**src/rtl/hazard_stall_ctrl_pkg.sv**
```systemverilog
// ---------------------------------------------------------------------------
// hazard_stall_ctrl_pkg
//   Shared types and defaults for the hazard / stall controller.
//   - state_e  : controller FSM state encoding
//   - ctrl_t   : bundle of the six pipeline control outputs
//   - REG_ADDR_W_DEF / CNT_W_DEF : default parameter values
// ---------------------------------------------------------------------------
package hazard_stall_ctrl_pkg;

  localparam int REG_ADDR_W_DEF = 5;
  localparam int CNT_W_DEF      = 16;

  typedef enum logic [1:0] {
    RUN      = 2'd0,
    LU_STALL = 2'd1,
    BR_FLUSH = 2'd2,
    MEM_WAIT = 2'd3
  } state_e;

  typedef struct packed {
    logic pc_freeze;
    logic ifid_freeze;
    logic hazard_detected;
    logic if_flush;
    logic exe_freeze;
    logic mem_freeze;
  } ctrl_t;

endpackage

```
**src/rtl/hazard_stall_ctrl_compare.sv**
```systemverilog
// ---------------------------------------------------------------------------
// hazard_compare
//   RAW match of the ID-stage source registers against one downstream
//   destination register.
//   Ports:
//     src1, src2 : ID source register addresses
//     two_src    : instruction actually reads src2
//     dest       : downstream destination register
//     wb_en      : downstream instruction writes back
//     match      : RAW dependence exists
// ---------------------------------------------------------------------------
module hazard_compare
  import hazard_stall_ctrl_pkg::*;
#(
  parameter int REG_ADDR_W = REG_ADDR_W_DEF
) (
  input  logic [REG_ADDR_W-1:0] src1,
  input  logic [REG_ADDR_W-1:0] src2,
  input  logic                  two_src,
  input  logic [REG_ADDR_W-1:0] dest,
  input  logic                  wb_en,
  output logic                  match
);

  logic dest_live;
  logic hit1;
  logic hit2;

  // Register 0 is hard-wired zero, so writes to it never create a dependence.
  assign dest_live = wb_en && (dest != '0);
  assign hit1      = (src1 == dest);
  assign hit2      = two_src && (src2 == dest);
  assign match     = dest_live && (hit1 || hit2);

endmodule

```
**src/rtl/hazard_stall_ctrl.sv**
```systemverilog
// ---------------------------------------------------------------------------
// hazard_stall_ctrl
//   Pipeline hazard / stall controller for a 5-stage in-order pipeline with
//   branch resolution in ID.
//   Ports:
//     clk, rst           : clock, asynchronous active-low reset (released
//                          synchronously to clk by the reset source)
//     id_src1/2, id_two_src, id_is_branch, id_br_taken : ID-stage info
//     exe_dest, exe_wb_en, exe_mem_r_en               : EXE-stage info
//     mem_dest, mem_wb_en                             : MEM-stage info
//     mem_req, mem_ready : data-memory handshake
//     pc_freeze, ifid_freeze : hold PC and IF/ID
//     hazard_detected    : bubble into ID/EXE
//     if_flush           : squash IF/ID on taken branch
//     exe_freeze, mem_freeze : hold ID/EXE and EXE/MEM during memory wait
//     stall_cnt          : saturating count of cycles with pc_freeze=1
//   Configuration macro: FORWARDING_EN
//     defined   : only load-use (EXE load) stalls; branches in ID still stall
//                 on any EXE/MEM match since they compare before forwarding.
//     undefined : any EXE or MEM RAW match stalls.
// ---------------------------------------------------------------------------
module hazard_stall_ctrl
  import hazard_stall_ctrl_pkg::*;
#(
  parameter int REG_ADDR_W = REG_ADDR_W_DEF,
  parameter int CNT_W      = CNT_W_DEF
) (
  input  logic                  clk,
  input  logic                  rst,
  input  logic [REG_ADDR_W-1:0] id_src1,
  input  logic [REG_ADDR_W-1:0] id_src2,
  input  logic                  id_two_src,
  input  logic                  id_is_branch,
  input  logic                  id_br_taken,
  input  logic [REG_ADDR_W-1:0] exe_dest,
  input  logic                  exe_wb_en,
  input  logic                  exe_mem_r_en,
  input  logic [REG_ADDR_W-1:0] mem_dest,
  input  logic                  mem_wb_en,
  input  logic                  mem_req,
  input  logic                  mem_ready,
  output logic                  pc_freeze,
  output logic                  ifid_freeze,
  output logic                  hazard_detected,
  output logic                  if_flush,
  output logic                  exe_freeze,
  output logic                  mem_freeze,
  output logic [CNT_W-1:0]      stall_cnt
);

  state_e           state_q, state_d;
  logic [CNT_W-1:0] stall_cnt_q, stall_cnt_d;
  ctrl_t            ctrl;

  logic exe_match;
  logic mem_match;
  logic stall_haz;
  logic mem_stall;

  // -------------------------------------------------------------------------
  // Source / destination comparators
  // -------------------------------------------------------------------------
  hazard_compare #(.REG_ADDR_W(REG_ADDR_W)) u_cmp_exe (
    .src1    (id_src1),
    .src2    (id_src2),
    .two_src (id_two_src),
    .dest    (exe_dest),
    .wb_en   (exe_wb_en),
    .match   (exe_match)
  );

  hazard_compare #(.REG_ADDR_W(REG_ADDR_W)) u_cmp_mem (
    .src1    (id_src1),
    .src2    (id_src2),
    .two_src (id_two_src),
    .dest    (mem_dest),
    .wb_en   (mem_wb_en),
    .match   (mem_match)
  );

`ifdef FORWARDING_EN
  // ALU results are forwarded; only a load in EXE cannot be. A branch
  // compares in ID, ahead of the forwarding muxes, so it waits on any match.
  assign stall_haz = (exe_match && exe_mem_r_en) ||
                     (id_is_branch && (exe_match || mem_match));
`else
  logic unused_cfg;
  assign unused_cfg = id_is_branch ^ exe_mem_r_en;
  assign stall_haz  = exe_match || mem_match;
`endif

  assign mem_stall = mem_req && !mem_ready;

  // -------------------------------------------------------------------------
  // Next-state / output logic
  // -------------------------------------------------------------------------
  always_comb begin
    state_d = state_q;
    ctrl    = '0;
    if (mem_stall) begin
      // Memory wait outranks everything and freezes the whole front end.
      state_d          = MEM_WAIT;
      ctrl.pc_freeze   = 1'b1;
      ctrl.ifid_freeze = 1'b1;
      ctrl.exe_freeze  = 1'b1;
      ctrl.mem_freeze  = 1'b1;
    end else begin
      unique case (state_q)
        // The ID slot in this cycle is the squashed one: its sources and
        // branch outcome are not real, so nothing is acted on.
        BR_FLUSH: state_d = RUN;
        // RUN, LU_STALL and the MEM_WAIT exit cycle all evaluate the
        // instruction now in ID the same way; a branch that was held by a
        // stall gets its flush on the cycle the stall clears.
        RUN, LU_STALL, MEM_WAIT: begin
          if (stall_haz) begin
            state_d              = LU_STALL;
            ctrl.pc_freeze       = 1'b1;
            ctrl.ifid_freeze     = 1'b1;
            ctrl.hazard_detected = 1'b1;
          end else if (id_br_taken) begin
            state_d       = BR_FLUSH;
            ctrl.if_flush = 1'b1;
          end else begin
            state_d = RUN;
          end
        end
        default: state_d = RUN;
      endcase
    end
  end

  // Saturating stall counter.
  always_comb begin
    stall_cnt_d = stall_cnt_q;
    if (ctrl.pc_freeze && (stall_cnt_q != '1)) begin
      stall_cnt_d = stall_cnt_q + CNT_W'(1);
    end
  end

  always_ff @(posedge clk or negedge rst) begin
    if (!rst) begin
      state_q     <= RUN;
      stall_cnt_q <= '0;
    end else begin
      state_q     <= state_d;
      stall_cnt_q <= stall_cnt_d;
    end
  end

  // Outputs are forced low while reset is held, independent of inputs.
  assign pc_freeze       = rst && ctrl.pc_freeze;
  assign ifid_freeze     = rst && ctrl.ifid_freeze;
  assign hazard_detected = rst && ctrl.hazard_detected;
  assign if_flush        = rst && ctrl.if_flush;
  assign exe_freeze      = rst && ctrl.exe_freeze;
  assign mem_freeze      = rst && ctrl.mem_freeze;
  assign stall_cnt       = stall_cnt_q;

endmodule

```
**config.mk**
```make
export PLATFORM = sky130hd
export DESIGN_NAME = hazard_stall_ctrl
export DESIGN_NICKNAME = d
export VERILOG_FILES = /design/src/rtl/hazard_stall_ctrl_pkg.sv /design/src/rtl/hazard_stall_ctrl_compare.sv /design/src/rtl/hazard_stall_ctrl.sv
export SDC_FILE = /design/constraint.sdc
export NUM_CORES = 1
export LEC_CHECK = 0
export CAP_MARGIN = 20
export CORE_MARGIN = 3
export CORE_UTILIZATION = 38
export DETAILED_ROUTE_END_ITERATION = 8
export HOLD_SLACK_MARGIN = 0.12
export PLACE_DENSITY = 0.79
export SYNTH_ARGS = -nofsm -noshare
export SYNTH_HDL_FRONTEND = slang
export SYNTH_HIERARCHICAL = 1
export SYNTH_SLANG_ARGS = --single-unit
```
**constraint.sdc**
```tcl
create_clock -name clk -period 2.2 [get_ports clk]
set_clock_uncertainty 0.05 [all_clocks]
set_input_delay 0.44 -clock clk [delete_from_list [all_inputs] [get_ports clk]]
set_output_delay 0.44 -clock clk [all_outputs]
set_load 0.01 [all_outputs]
```
==> report_table.html <==
<table>
<tr><th>Metric</th><th>Value</th></tr>
<tr><th colspan="2">Finish</th></tr>
<tr><td>Final Net Count</td><td>220</td></tr>
<tr><td>Total non-filler cell area in the finished layout</td><td>about 2100 um2</td></tr>
<tr><td>Relative area change from synthesis to final layout</td><td>66.0%</td></tr>
<tr><td>Number of diodes</td><td>0</td></tr>
<tr><td>Proportion of layout cells with a drive suffix above 1</td><td>0.394</td></tr>
<tr><td>Utilization of the core after routing</td><td>0.669</td></tr>
<tr><th colspan="2">Worst setup path</th></tr>
<tr><td>Type of the worst setup path</td><td>primary input to primary output</td></tr>
<tr><td>Worst Setup Start Kind</td><td>primary input</td></tr>
<tr><td>Nature of the critical path endpoint</td><td>primary output</td></tr>
<tr><td>Worst-path maximum fanout</td><td>3</td></tr>
<tr><td>Worst reg2reg path startpoint</td><td>stall_cnt[0]</td></tr>
<tr><td>Crit path launch</td><td>id_src2[3]</td></tr>
<tr><td>Required time of the worst setup path</td><td>1.71 ns</td></tr>
<tr><td>Worst EP arrival</td><td>1.86 ns</td></tr>
<tr><th colspan="2">Route</th></tr>
<tr><td>Count of antenna-violating nets left after detailed routing</td><td>0</td></tr>
<tr><td>Number of remaining DRC errors</td><td>0</td></tr>
<tr><td>Mean routed wirelength per cell</td><td>15.2 um</td></tr>
<tr><td>Average vias per placed instance</td><td>4.99</td></tr>
<tr><td>Number of detailed-routing iterations run before antenna repair</td><td>4</td></tr>
<tr><td>Iteration-0 DRC Markers</td><td>between 40 and 50</td></tr>
<tr><td>WL final</td><td>around 3500 um</td></tr>
<tr><td>Number of vias in the routed layout</td><td>1,157</td></tr>
<tr><th colspan="2">STA</th></tr>
<tr><td>Final worst path period need</td><td>2.35 ns</td></tr>
<tr><td>Final Max Tran Viols</td><td>0</td></tr>
<tr><td>RSZ-0062 raised after global routing</td><td>yes</td></tr>
<tr><td>Smallest setup slack after layout</td><td>-0.146 ns</td></tr>
<tr><td>Tightest slew margin relative to the limit</td><td>0.721</td></tr>
<tr><td>Final hold violations</td><td>0</td></tr>
<tr><td>Highest clock rate</td><td>between 400 and 500 MHz</td></tr>
<tr><td>Ratio of final minimum period to clock period</td><td>1.07</td></tr>
<tr><td>Measured slew at the worst slew-check pin</td><td>0.419 ns</td></tr>
<tr><td># setup viols final</td><td>17</td></tr>
<tr><th colspan="2">Run status</th></tr>
<tr><td>Violated checks</td><td>setup timing</td></tr>
<tr><td>Status</td><td>complete, but fails checks</td></tr>
<tr><th colspan="2">Clock network</th></tr>
<tr><td>Number of buffers on the longest clock path</td><td>2</td></tr>
<tr><td>Clock latency at the later pin of the worst-skew pair</td><td>approximately 0.3 ns</td></tr>
<tr><td>Clk pin slew, worst setup/hold paths</td><td>~0.11 ns</td></tr>
<tr><td>Master cell of the clock root buffer</td><td>clkbuf_4</td></tr>
<tr><td>Clock sink count</td><td>18</td></tr>
<tr><td># hold bufs at CTS</td><td>0</td></tr>
<tr><td>Number of CTS-inserted buffers</td><td>3</td></tr>
<tr><td>CTS HTree Levels</td><td>1</td></tr>
<tr><td>Clock tree from TritonCTS</td><td>done</td></tr>
<tr><th colspan="2">Logic synthesis</th></tr>
<tr><td>Post-synthesis adder-cell area fraction</td><td>0.0101</td></tr>
<tr><td>Post-Syn Instances</td><td>120</td></tr>
<tr><td>Sequential area share after synthesis</td><td>0.363</td></tr>
<tr><td>Post-synth net total</td><td>151</td></tr>
<tr><td>Mux cell area share after synthesis</td><td>0.0182</td></tr>
<tr><td>Avg Cell Area, Syn</td><td>10.3 um2</td></tr>
<tr><td>Post-synthesis instance area</td><td>approximately 1200 um2</td></tr>
<tr><td>Fraction of synthesized cell area in xor and xnor cells</td><td>0.233</td></tr>
<tr><td>Count of different cell masters after synthesis</td><td>35</td></tr>
<tr><td>Register bit total from synthesis</td><td>18</td></tr>
<tr><td>Fraction of the mapped netlist area in compound gates</td><td>0.0969</td></tr>
<tr><td>Dominant combinational cell family by area after synthesis</td><td>simple AND/OR/NAND/NOR gates</td></tr>
<tr><td>Simple-Gate Fraction of Synth Area</td><td>0.251</td></tr>
<tr><td>Number of warning messages in the yosys log</td><td>6</td></tr>
<tr><th colspan="2">Die</th></tr>
<tr><td>Floorplan die area</td><td>around 4000 um2</td></tr>
<tr><td>Die Ht</td><td>roughly 63 um</td></tr>
<tr><td>Placeable core region</td><td>3080 um2</td></tr>
<tr><td>Number of top-level pins</td><td>52</td></tr>
<tr><td>Core Rows</td><td>20</td></tr>
<tr><td>Effective utilization at floorplan</td><td>0.403</td></tr>
<tr><td>DIE WIDTH</td><td>63.1 um</td></tr>
<tr><th colspan="2">Placement</th></tr>
<tr><td>HPWL reported at the end of detailed placement</td><td>2560 um</td></tr>
<tr><td>Port bufs</td><td>49</td></tr>
<tr><td>Placer congestion estimate</td><td>0.876</td></tr>
<tr><td>Post-detailed-placement cell area</td><td>1890 um2</td></tr>
<tr><th colspan="2">GRT</th></tr>
<tr><td>GRT Overall Usage</td><td>0.170</td></tr>
<tr><td>GR Util met2</td><td>0.324</td></tr>
<tr><td>Vias in the first global route</td><td>1,274</td></tr>
<tr><td>Met3 usage</td><td>0.0321</td></tr>
<tr><td>Sum of overflow across all layers after global routing</td><td>0</td></tr>
<tr><td>Largest net degree at the start of global routing</td><td>19</td></tr>
<tr><td>GRT busiest layer</td><td>met2</td></tr>
<tr><td>Wire length of the first global-routing pass</td><td>around 5600 um</td></tr>
<tr><td>Met1 track demand over resource</td><td>0.197</td></tr>
<tr><td>Antenna violations before repair</td><td>0</td></tr>
<tr><th colspan="2">Pwr</th></tr>
<tr><td>Leakage power of the design</td><td>0.872 nW</td></tr>
<tr><td>Maximum vdd drop</td><td>542 uV</td></tr>
<tr><td>Power density normalized to cell area</td><td>~570 nW/um2</td></tr>
<tr><th colspan="2">Flow run</th></tr>
<tr><td>Max-cap violations</td><td>0</td></tr>
<tr><th colspan="2">Min path</th></tr>
<tr><td>Type of the most critical hold path</td><td>flip-flop to flip-flop</td></tr>
<tr><td>Worst Hold Launch</td><td>stall_cnt[15]</td></tr>
</table>
## power breakdown
part           switching (mW)  leakage [nW]  total, mW  internal, mW
clock                   0.105        0.0210      0.206         0.101
combinational           0.185         0.617      0.471         0.286
sequential              0.111         0.234      0.505         0.394
## layer usage
layer / wire length [um] / vias to the layer above / part of all wire
li1: - / 550 / -
met5: 0 / - / 0
met3: 205 / 6 / 0.058
met2: 1930 / 41 / 0.55
met4: 44 / 0 / 0.013
met1: 1340 / 560 / 0.38
## what timing repair did
action                     CTS  global route
setup buffers                2             1
pin swaps                   23            20
gates resized for setup     86            39
setup endpoints to repair   23            17
## stage by stage
stage	worst slack [ns]	setup TNS, ns	hold WS (ns)	power (mW)	std cells
floorplan	-0.0760	-0.129	0.0944	0.670	120
global placement	-0.890	-13.46	0.425	0.920	226
detailed placement	-0.966	-14.68	0.435	0.937	226
CTS	-0.131	-0.346	0.451	1.13	231
global route	-0.199	-2.52	0.482	1.26	232
finish	-0.146	-1.41	0.453	1.18	232
## worst max-delay path, cell delays in order
cell	delay, ns
buf_8	0.10
xor2_2	0.16
nor4_2	0.35
nand3_1	0.14
a21oi_2	0.15
nor2_2	0.06
o21a_2	0.23
nor2_4	0.11
buf_6	0.12
## state kept, by name, indices dropped and copies added (netlist names)
| name | cells |
|---|---|
| state_q | 2 |
| stall_cnt | 16 |
## area by class of cell
| type | count | area (um2) |
|---|---|---|
| Clock buffer | 4 | 36.3 |
| Fill cell | 263 | 1020 |
| Inverter | 2 | 12.5 |
| Multi-Input combinational cell | 97 | 880 |
| Sequential cell | 18 | 450 |
| Tap cell | 44 | 55.1 |
| Timing Repair Buffer | 67 | 624 |
## Yosys cell counts
master	number	area, um2
and2_4	1	8.76
a21oi_1	2	10.0
nand2_4	1	11.3
a41oi_2	1	16.3
inv_2	1	3.75
and4_4	1	11.3
nand2_1	7	26.3
inv_1	1	3.75
nor3_2	1	10.0
a2111oi_4	1	27.5
nand3b_1	1	7.51
nand3_2	1	10.0
o21a_1	1	7.51
nor2b_1	1	6.26
a211oi_2	1	12.5
o21a_2	1	8.76
xnor2_1	12	105
nand4_2	1	12.5
nor3_1	3	15.0
nor4_2	2	25.0
buf_4	2	15.0
and4_1	2	17.5
nor2_1	9	33.8
xor2_1	21	184
o21ai_1	2	10.0
nand2b_1	2	12.5
mux2_1	2	22.5
buf_6	1	11.3
dfrtp_1	18	450
ha_1	1	12.5
nand4_1	4	25.0
nand3_1	9	45.0
a41oi_4	1	27.5
or4_1	2	15.0
and2_1	3	18.8
## layout by cell type, fill, tap and decap left out, types with 2 or more instances in the layout
cell             netlist  routed
clkdlybuf4s50_1        0      23
dfrtp_1               18      18
xor2_1                21      17
buf_4                  2      16
xnor2_1               12      11
buf_6                  1      11
nand3_1                9       8
nand2_1                7       6
dlygate4sd2_1          0       5
nor2_1                 9       4
nand4_1                4       4
buf_2                  0       4
clkdlybuf4s15_1        0       4
xor2_2                 0       4
nor2_2                 0       3
nor3_1                 3       3
clkbuf_4               0       3
nand2b_1               2       2
nor2_4                 0       2
and2_1                 3       2
and4_1                 2       2
and2_4                 1       2
mux2_4                 0       2
nand3_2                1       2
buf_8                  0       2
nor4_2                 2       2
or4_4                  0       2
a21oi_2                0       2
## kinds of logic (layout without fill, tap and decap cells)
kind of cell | count (synthesis) | count (layout)
fa+ha+maj | 1 | 1
buf+inv | 5 | 73
compound gates | 10 | 10
xor+xnor | 33 | 33
mux | 2 | 2
simple gates | 51 | 51
flops | 18 | 18
## final timing paths
kind	end	slack (ns)	cells past startpoint
setup / recovery	ifid_freeze	-0.15	9
hold / removal	stall_cnt[15]	0.45	1
setup reg to reg	stall_cnt[13]	0.34	6
hold reg to reg	stall_cnt[15]	0.45	1
max in group asynchronous	stall_cnt[0]	1.37	2
min in group asynchronous	stall_cnt[12]	0.52	2
(Power assumes the default switching activity.)
